<file path="config.mk">
export PLATFORM = sky130hd
export DESIGN_NAME = bbus_master
export DESIGN_NICKNAME = d
export VERILOG_FILES = /design/src/rtl/bbus_pkg.sv /design/src/rtl/bbus_phase_counter.sv /design/src/rtl/bbus_master.sv
export SDC_FILE = /design/constraint.sdc
export NUM_CORES = 1
export LEC_CHECK = 0
export ABC_AREA = 1
export CAP_MARGIN = 15
export CORE_UTILIZATION = 39
export CTS_CLUSTER_DIAMETER = 40
export CTS_CLUSTER_SIZE = 14
export DETAILED_ROUTE_END_ITERATION = 10
export GPL_TIMING_DRIVEN = 0
export PLACE_DENSITY = 0.79
export SLEW_MARGIN = 20
export SYNTH_ARGS = -nofsm -noshare
export SYNTH_HDL_FRONTEND = slang
export SYNTH_HIERARCHICAL = 1
export SYNTH_SLANG_ARGS = --single-unit
</file>
<file path="constraint.sdc">
create_clock -name clk -period 2.2 [get_ports clk]
set_input_delay 0.22 -clock clk [delete_from_list [all_inputs] [get_ports clk]]
set_output_delay 0.22 -clock clk [all_outputs]
set_load 0.05 [all_outputs]
</file>
<file path="src/rtl/bbus_pkg.sv">
// bbus_pkg: shared types and constants for the B-bus initiator and its bench.
// Latency: n/a (declarations only).
// Backpressure: n/a.
package bbus_pkg;

  // Bus-cycle phases of the initiator.
  typedef enum logic [1:0] {
    S_IDLE,
    S_SETUP,
    S_STROBE,
    S_HOLD
  } bbus_state_e;

  // Responder register map as seen from the B-bus.
  localparam logic [7:0] BBUS_ADDR_STATUS   = 8'hFE;
  localparam logic [7:0] BBUS_ADDR_FIFO     = 8'hFF;
  localparam logic [7:0] BBUS_ADDR_ROM_BASE = 8'h84;

  // Bit positions inside the status byte read from BBUS_ADDR_STATUS.
  localparam int BBUS_STAT_RXF_BIT = 1;
  localparam int BBUS_STAT_TXE_BIT = 0;

  // A phase lasting n clocks loads n-1: the counter's zero cycle is the last one.
  function automatic logic [7:0] bbus_phase_load(input int unsigned n);
    return 8'(n - 1);
  endfunction

endpackage

</file>
<file path="src/rtl/bbus_phase_counter.sv">
// bbus_phase_counter: loadable 8-bit down-counter, terminal count when zero.
// Latency: load_val_i visible on count the cycle after load_i; tc_o is combinational from the count.
// Backpressure: none; stops at zero until reloaded.
module bbus_phase_counter (
  input  logic       clk_i,
  input  logic       rst_i,
  input  logic       load_i,
  input  logic [7:0] load_val_i,
  output logic       tc_o
);

  logic [7:0] count_q;
  logic [7:0] count_d;

  // Next count: reload wins, otherwise count down and park at zero.
  always_comb begin
    count_d = count_q;
    if (load_i) begin
      count_d = load_val_i;
    end else if (count_q != 8'd0) begin
      count_d = count_q - 8'd1;
    end
  end

  // Count register with synchronous reset.
  always_ff @(posedge clk_i) begin
    if (rst_i) begin
      count_q <= 8'd0;
    end else begin
      count_q <= count_d;
    end
  end

  assign tc_o = (count_q == 8'd0);

endmodule

</file>
<file path="src/rtl/bbus_master.sv">
// bbus_master: B-bus initiator turning valid/ready commands into PA/PARD_n/PAWR_n cycles.
// Latency: strobe falls SETUP_CYC clocks after accept; rsp_valid SETUP_CYC+STROBE_CYC+1 clocks after accept.
// Backpressure: cmd_ready only while idle; BBUS_MASTER_BURST_EN adds cmd_len/cmd_inc multi-beat commands.
module bbus_master
  import bbus_pkg::*;
#(
  parameter int unsigned SETUP_CYC  = 3,
  parameter int unsigned STROBE_CYC = 8,
  parameter int unsigned HOLD_CYC   = 2
) (
  input  logic       clk,
  input  logic       rst,
  input  logic       cmd_valid,
  output logic       cmd_ready,
  input  logic       cmd_write,
  input  logic [7:0] cmd_addr,
  input  logic [7:0] cmd_wdata,
`ifdef BBUS_MASTER_BURST_EN
  input  logic [7:0] cmd_len,
  input  logic       cmd_inc,
`endif
  output logic       rsp_valid,
  output logic [7:0] rsp_data,
  output logic [7:0] PA,
  output logic       PARD_n,
  output logic       PAWR_n,
  output logic [7:0] data_out,
  output logic       data_oe,
  input  logic [7:0] data_in
);

  localparam logic [7:0] SETUP_LD  = bbus_phase_load(SETUP_CYC);
  localparam logic [7:0] STROBE_LD = bbus_phase_load(STROBE_CYC);
  localparam logic [7:0] HOLD_LD   = bbus_phase_load(HOLD_CYC);

  bbus_state_e state_q;
  logic [7:0]  pa_q;
  logic        pard_n_q;
  logic        pawr_n_q;
  logic [7:0]  dout_q;
  logic        doe_q;
  logic        rsp_valid_q;
  logic [7:0]  rsp_data_q;
  logic        write_q;
  logic        accept;
  logic        more_beats;
  logic        cnt_load;
  logic [7:0]  cnt_val;
  logic        cnt_tc;

`ifdef BBUS_MASTER_BURST_EN
  logic [7:0]  beats_q;
  logic        inc_q;
  assign more_beats = (beats_q != 8'd0);
`else
  assign more_beats = 1'b0;
`endif

  // Ready only decodes state and reset so a command is never taken during reset.
  assign cmd_ready = (state_q == S_IDLE) && !rst;
  assign accept    = cmd_valid && cmd_ready;

  // Reload the phase counter on every state entry with that phase's length.
  always_comb begin
    cnt_load = 1'b0;
    cnt_val  = 8'h00;
    case (state_q)
      S_IDLE:   if (accept)               begin cnt_load = 1'b1; cnt_val = SETUP_LD;  end
      S_SETUP:  if (cnt_tc)               begin cnt_load = 1'b1; cnt_val = STROBE_LD; end
      S_STROBE: if (cnt_tc)               begin cnt_load = 1'b1; cnt_val = HOLD_LD;   end
      S_HOLD:   if (cnt_tc && more_beats) begin cnt_load = 1'b1; cnt_val = SETUP_LD;  end
      default:  ;
    endcase
  end

  bbus_phase_counter u_phase (
    .clk_i      (clk),
    .rst_i      (rst),
    .load_i     (cnt_load),
    .load_val_i (cnt_val),
    .tc_o       (cnt_tc)
  );

  // Bus-cycle FSM; every bus pin is driven straight from a register here.
  always_ff @(posedge clk) begin
    if (rst) begin
      state_q     <= S_IDLE;
      pa_q        <= 8'h00;
      pard_n_q    <= 1'b1;
      pawr_n_q    <= 1'b1;
      dout_q      <= 8'h00;
      doe_q       <= 1'b0;
      rsp_valid_q <= 1'b0;
      rsp_data_q  <= 8'h00;
      write_q     <= 1'b0;
`ifdef BBUS_MASTER_BURST_EN
      beats_q     <= 8'd0;
      inc_q       <= 1'b0;
`endif
    end else begin
      rsp_valid_q <= 1'b0;
      case (state_q)
        S_IDLE: begin
          if (accept) begin
            state_q <= S_SETUP;
            write_q <= cmd_write;
            pa_q    <= cmd_addr;
            doe_q   <= cmd_write;
            if (cmd_write) begin
              dout_q <= cmd_wdata;
            end
`ifdef BBUS_MASTER_BURST_EN
            beats_q <= cmd_len;
            inc_q   <= cmd_inc;
`endif
          end
        end
        S_SETUP: begin
          if (cnt_tc) begin
            state_q <= S_STROBE;
            if (write_q) begin
              pawr_n_q <= 1'b0;
            end else begin
              pard_n_q <= 1'b0;
            end
          end
        end
        S_STROBE: begin
          // Read data is captured on the same edge the strobe rises.
          if (cnt_tc) begin
            state_q     <= S_HOLD;
            pard_n_q    <= 1'b1;
            pawr_n_q    <= 1'b1;
            rsp_valid_q <= 1'b1;
            rsp_data_q  <= write_q ? 8'h00 : data_in;
          end
        end
        S_HOLD: begin
          if (cnt_tc) begin
            if (more_beats) begin
              state_q <= S_SETUP;
`ifdef BBUS_MASTER_BURST_EN
              beats_q <= beats_q - 8'd1;
              pa_q    <= pa_q + {7'b0, inc_q};
`endif
            end else begin
              state_q <= S_IDLE;
              doe_q   <= 1'b0;
            end
          end
        end
        default: state_q <= S_IDLE;
      endcase
    end
  end

  assign PA        = pa_q;
  assign PARD_n    = pard_n_q;
  assign PAWR_n    = pawr_n_q;
  assign data_out  = dout_q;
  assign data_oe   = doe_q;
  assign rsp_valid = rsp_valid_q;
  assign rsp_data  = rsp_data_q;

endmodule

</file>
==> flow_summary.toml, run 1 <==
[outcome]
status = "complete, no violations"

[cells_and_area]
nets = 343
design_area_um2 = 2510
syn_to_final_growth_pct = 41.2
stdcell_count = 362
diodes = 0
final_util = 0.576
drive_above_1_share = 0.0903

[logic_synthesis]
netlist_area_um2 = 1780
synthDistinctLibCells = 26
post_synth.cell_area_avg_um2 = 7.34
yosys_warnings = 6
ys_ff_latch = 39
synth_cells = 242
yosysSeqAreaShare = 0.440

[routing]
routedWlPerCell_um = 10.7
wl_met1_mm = 1.81
viasPerCell = 4.72
drtPass1Iterations = 6
maxUsedRoutingLayer = "met4"
wl_met3_um = 272
wl_met2_mm = 1.73
drc_errors = 0
wirelength_mm = 3.89
ant_nets = 0
via_count = 1708
drtIter0Drc = 96

[clocking]
path_clk_slew_ns = 0.07
cts_made_buffers = 5
postCtsSetupRepairBufs = 0
cts-root-buf = "clkbuf_8"
htree_levels = 2
cts_sinks = 39
tritoncts = "done"
postCtsResizedCells = 0
cts_max_path_buffers = 2
hold_buffers = 0
clock_latency_ns = 0.29

[place]
gp_congestion = 0.835
hpwl_mm = 2.87
port_buffers = 56
pre_cts_ws_ns = -0.129
dp.cells = 354
placed_cell_area_um2 = 2420

[global_routing]
grt_pass1_vias = 1653
grt_antenna_before_repair = 0
grtUsageTotal = 0.179
grt_overflow = 0
grt_max_degree = 13
grt_pass1_wl_mm = 6.92

[die]
die_height_um = 69.5
fp.dieArea_um2 = 4830
initial_core_util = 0.408
pin_count = 57
dieWidth_um = 69.5
num_rows = 24
design.core.area_um2 = 4350

[timing]
report.final.hold_viol_count = 0
fin_ws_ns = 0.250
min_period_ns = 1.95
finalCritPeriodShare = 0.886
holdWs_ns = 0.461
finClkSkew_ns = 0.00371
max-slew-margin-rel = 0.651
grt_setup_unrepaired = "no"
final_max_slew_viol_count = 0
setup_viol = 0
fmax_ghz = 0.513
worstMarginPinSlew_ns = 0.522

[critical_path]
r2r_slack_ns = 0.25
crit_chain = "inv_1, ha_1, nand2_2, nor2_8, inv_1, o31ai_1, buf_4, inv_2, nand2_2, inv_2, nor2_1, nor2_1"
reg2reg_from = "u_phase/count_q[0]$_SDFFE_PP0P_"
arrival_ns = 2.14
rr_endpoint = "u_phase/count_q[1]$_SDFFE_PP0P_"
critical_path_peak_fanout = 9
cp.required_ns = 2.39
crit_type = "register to register"
cp-start-kind = "register"
cp-end-kind = "register"
critPathSlowestCell = "dfxtp_1"
ff2ff_path_depth = 12
crit_path_max_incr_delay_ns = 0.31

[min_path]
hp-start = "cmd_addr[1]"
hold_path_depth = 3
whs_endpoint = "PA[1]$_SDFFE_PP0P_"
hold_class = "input port to register"

[power_and_ir_drop]
powerDensity_nw_per_um2 = 1180
ir_drop_uv = 613
leakage_nw = 1.15

[job]
maxCapViolations = 0
-- worst max-delay path: cells and delay by family (launching register included) --
family,cells,cell delay [ns]
buffers and inverters,5,0.53
and+or+nand+nor,5,0.52
DFF,1,0.31
adders and majority gates,1,0.24
AOI/OAI and AO/OA,1,0.22
-- kinds of logic after synthesis --
group / count (synthesis) / synth area share
and+or+nand+nor: 134 / 0.340
DFF: 39 / 0.440
buffers and inverters: 30 / 0.0747
AOI/OAI and AO/OA: 29 / 0.0860
adders and majority gates: 6 / 0.0423
xor gates and xnor gates: 3 / 0.0148
other: 1 / 0.00211
-- where the power goes --
part,switching [mW],total [mW],internal (mW)
sequential,0.0986,0.959,0.860
combinational,0.974,1.53,0.552
clock,0.249,0.471,0.221
-- worst max path at each step --
stage / from / endpoint / slack, ns / cells after the start
floorplan: state_q[0]$_SDFFE_PP0P_ / u_phase/count_q[1]$_SDFFE_PP0P_ / 0.15 / 15
global placement: rst / u_phase/count_q[2]$_SDFFE_PP0P_ / -0.12 / 12
detailed placement: rst / u_phase/count_q[1]$_SDFFE_PP0P_ / -0.13 / 13
CTS: rst / cmd_ready / 0.02 / 3
global route: state_q[1]$_SDFFE_PP0P_ / u_phase/count_q[1]$_SDFFE_PP0P_ / 0.02 / 15
finish: u_phase/count_q[0]$_SDFFE_PP0P_ / u_phase/count_q[1]$_SDFFE_PP0P_ / 0.25 / 12
-- cell type report --
| class | count | area, um2 |
|---|---|---|
| buffer | 6 | 37.5 |
| tap | 52 | 65.1 |
| inverter | 24 | 97.6 |
| sequential | 39 | 781 |
| timing repair buffer | 56 | 563 |
| clock buffer | 6 | 72.6 |
| fill | 387 | 1850 |
| multi-input combinational | 177 | 877 |
| clock inverter | 2 | 12.5 |
-- stage by stage --
stage	setup TNS, ns	total power [mW]
2_1_floorplan	0	2.12
3_3_place_gp	-0.563	2.47
3_5_place_dp	-0.616	2.50
4_1_cts	0	2.98
5_1_grt	0	3.20
6_report	0	2.95
-- layout by cell type, fill, tap and decap left out, drive strengths merged --
| master | n |
|---|---|
| buf | 5 |
| xnor2 | 2 |
| dlymetal6s2s | 1 |
| o21ai | 19 |
| xor2 | 1 |
| clkbuf | 7 |
| dfxtp | 39 |
| nand3 | 30 |
| a21oi | 7 |
| o31ai | 1 |
| nand4 | 3 |
| nor2 | 40 |
| ha | 6 |
| clkdlybuf4s50 | 55 |
| conb | 5 |
| o211ai | 1 |
| clkinv | 1 |
| nor3 | 4 |
| nand2 | 57 |
| clkinvlp | 1 |
| inv | 24 |
| a22oi | 1 |
-- cells in the mapped netlist --
cell,count,area (um2)
nand2_1,53,199
dfxtp_1,39,781
nor2_1,33,124
nand3_1,30,150
inv_1,19,71.3
o21ai_0,15,75.1
a21oi_1,7,35.0
ha_1,6,75.1
buf_2,4,20.0
inv_2,4,15.0
nand2_2,4,25.0
nor2_2,4,25.0
nor3_1,4,20.0
o21ai_1,4,20.0
nand4_1,3,18.8
nor2_4,2,22.5
xnor2_1,2,17.5
a22oi_1,1,7.51
buf_6,1,11.3
clkbuf_1,1,3.75
conb_1,1,3.75
inv_8,1,11.3
nor2_8,1,20.0
o211ai_1,1,7.51
o31ai_1,1,7.51
xor2_1,1,8.76
-- state kept, by name (all words and copies together) (netlist names) --
signal,flops
u_phase/count_q,8
state_q,2
rsp_valid,1
data_out,8
PARD_n,1
PAWR_n,1
rsp_data,8
PA,8
data_oe,1
write_q,1
-- metal layers --
metal | up-vias | global-route usage
li1 | 906 | -
met1 | 747 | 0.204
met2 | 46 | 0.303
met3 | 9 | 0.0523
met4 | 0 | 0.0884
met5 | - | 0
Note: power is estimated with default switching activity, not from simulation.
==> run 2: changes to the inputs <==
--- a/config.mk
+++ b/config.mk
@@ -7,6 +7,7 @@
 export LEC_CHECK = 0
 export ABC_AREA = 1
 export CAP_MARGIN = 15
+export CORE_MARGIN = 1
 export CORE_UTILIZATION = 39
 export CTS_CLUSTER_DIAMETER = 40
 export CTS_CLUSTER_SIZE = 14
==> constraint.sdc (replaced) <==
create_clock -name clk -period 2.2 [get_ports clk]
set_input_delay 0.66 -clock clk [delete_from_list [all_inputs] [get_ports clk]]
set_output_delay 0.66 -clock clk [all_outputs]
set_load 0.05 [all_outputs]
==> run 2 against run 1 <==
  * Wire length rose by 0.31%
  * Hold slack improved by 0.0011 ns
  * Largest cell class unchanged
  * Combinational power barely moved
  * Global-route usage barely moved
  * Largest power group unchanged
  * First-iteration DRC count rose by 11%
  * Sequential share of layout area rose by 0.078 points
  * Final cell count did not move
  * Utilization fell by 0.14 points
  * Final area fell by 0.25%
==> flow_summary.toml, run 2 (same netlist as run 1, synthesis figures left out) <==
[power_and_ir_drop]
p_comb_frac = 0.515
swShare = 0.448
leakage_nw = 1.14
pwr-share-clk = 0.159
powerDensity_nw_per_um2 = 1180
switchingPower_mw = 1.32
internal_power_mw = 1.63
ir_drop_uv = 613
seq_power_share = 0.325

[timing]
grt_setup_unrepaired = "no"
finalCritPeriodShare = 0.958
setup_viol = 0
report.final.hold_viol_count = 0
worstMarginPinSlew_ns = 0.522
max-slew-margin-rel = 0.651
fmax_ghz = 0.475
min_period_ns = 2.11
finClkSkew_ns = 0.00376
final_max_slew_viol_count = 0

[global_routing]
grt_antenna_before_repair = 0
busiest_layer = "met2"
grt_use_met1 = 0.204
grt_pass1_vias = 1659
met3_usage = 0.0523
grt_max_degree = 13
grtUsageMet2 = 0.304
grtUsageTotal = 0.179
grt_pass1_wl_mm = 6.93
grt_overflow = 0

[critical_path]
crit_end = "PA[6]"
crit_type = "register to primary output"
cp.required_ns = 1.54
reg2reg_from = "u_phase/count_q[0]$_SDFFE_PP0P_"
cp-end-kind = "primary output"
startpoint = "PA[6]$_SDFFE_PP0P_"
arrival_ns = 1.45
cp-start-kind = "register"
rr_endpoint = "u_phase/count_q[1]$_SDFFE_PP0P_"
cp_top_family = "buffers and inverters"
critical_path_peak_fanout = 2
r2r_slack_ns = 0.25
ff2ff_path_depth = 12
path_depth = 1
worst-path-buf-inv = 1
critPathSlowestCell = "clkdlybuf4s50_1"
crit_path_max_incr_delay_ns = 0.82
crit_chain = "clkdlybuf4s50_1"

[routing]
ant_nets = 0
drtIter0Drc = 107
wirelength_mm = 3.90
via_count = 1701
drc_errors = 0
drtPass1Iterations = 6
routedWlPerCell_um = 10.8
viasPerCell = 4.70

[die]
num_rows = 24
die_height_um = 69.5
pin_count = 57
dieWidth_um = 69.5
design.core.area_um2 = 4350
initial_core_util = 0.408
fp.dieArea_um2 = 4830

[job]
maxCapViolations = 0

[clocking]
hold_buffers = 0
cts_made_buffers = 5
htree_levels = 2
cts_max_path_buffers = 2
postCtsSetupRepairBufs = 0
clock_latency_ns = 0.29
cts_sinks = 39
tritoncts = "done"
cts-root-buf = "clkbuf_8"
path_clk_slew_ns = 0.07

[place]
placed_cell_area_um2 = 2420
port_buffers = 56
gp_congestion = 0.835
hpwl_mm = 2.87
dp.cells = 354

[cells_and_area]
drive_above_1_share = 0.0968
final_common_cell = "clkdlybuf4s50_1"
syn_to_final_growth_pct = 40.8
diodes = 0
fillerInstances = 388
nets = 343
final_cell_mix = "clkdlybuf4s50_1 (54), nand2_1 (53), dfxtp_1 (39)"
stdcell_count = 362
design_area_um2 = 2500

[outcome]
status = "complete, no violations"

[min_path]
hold_class = "register to register"
-- run 2: what timing repair did --
item                       4_1_cts  5_1_grt
gates cloned                     0        0
gates resized for setup          7        3
setup endpoints to repair        9        3
-- run 2: final cells by class --
class | count | area [um2] | area share
Tap cell | 52 | 65.1 | 0.0260
Multi-Input combinational cell | 177 | 877 | 0.351
Clock buffer | 6 | 72.6 | 0.0290
Inverter | 24 | 97.6 | 0.0390
Sequential cell | 39 | 781 | 0.312
Clock inverter | 2 | 12.5 | 0.00501
Timing Repair Buffer | 56 | 557 | 0.223
Buffer | 6 | 37.5 | 0.0150
-- run 2: per-layer routing --
layer,up-vias,part of all wire
met5,-,0
met4,0,0.020
met3,9,0.067
met2,44,0.44
met1,743,0.47
li1,905,-
-- run 2: power by group through the flow --
stage,logic [mW],clock network [mW],registers (mW)
6_report,1.52,0.470,0.959
3_5_place_dp,1.52,0,0.975
3_3_place_gp,1.50,0,0.971
5_1_grt,1.71,0.516,0.977
4_1_cts,1.53,0.488,0.959
2_1_floorplan,0.925,0,1.19
-- run 2: worst min-delay path by stage --
stage / start / end / slack, ns / cells past startpoint
after global placement: PAWR_n$_SDFFE_PP1P_ / PAWR_n$_SDFFE_PP1P_ / 0.44 / 2
after floorplan: write_q$_SDFFE_PP0P_ / write_q$_SDFFE_PP0P_ / 0.47 / 2
after global routing: rsp_data[0]$_SDFFE_PP0P_ / rsp_data[0]$_SDFFE_PP0P_ / 0.49 / 2
after detailed placement: PAWR_n$_SDFFE_PP1P_ / PAWR_n$_SDFFE_PP1P_ / 0.45 / 2
final: PAWR_n$_SDFFE_PP1P_ / PAWR_n$_SDFFE_PP1P_ / 0.46 / 2
after CTS: PA[6]$_SDFFE_PP0P_ / PA[6]$_SDFFE_PP0P_ / 0.46 / 2
-- run 2: metrics by stage --
step                      utilization  setup slack (ns)  hold slack, ns  power, mW  TNS [ns]
final                           0.574            0.0927           0.462       2.95         0
after global routing            0.574            0.0238           0.486       3.20         0
after CTS                       0.575            0.0155           0.465       2.98         0
after detailed placement        0.555            -0.852           0.446       2.50     -5.44
after global placement          0.555            -0.856           0.444       2.47     -5.41
after floorplan                     -             0.135           0.470       2.12         0
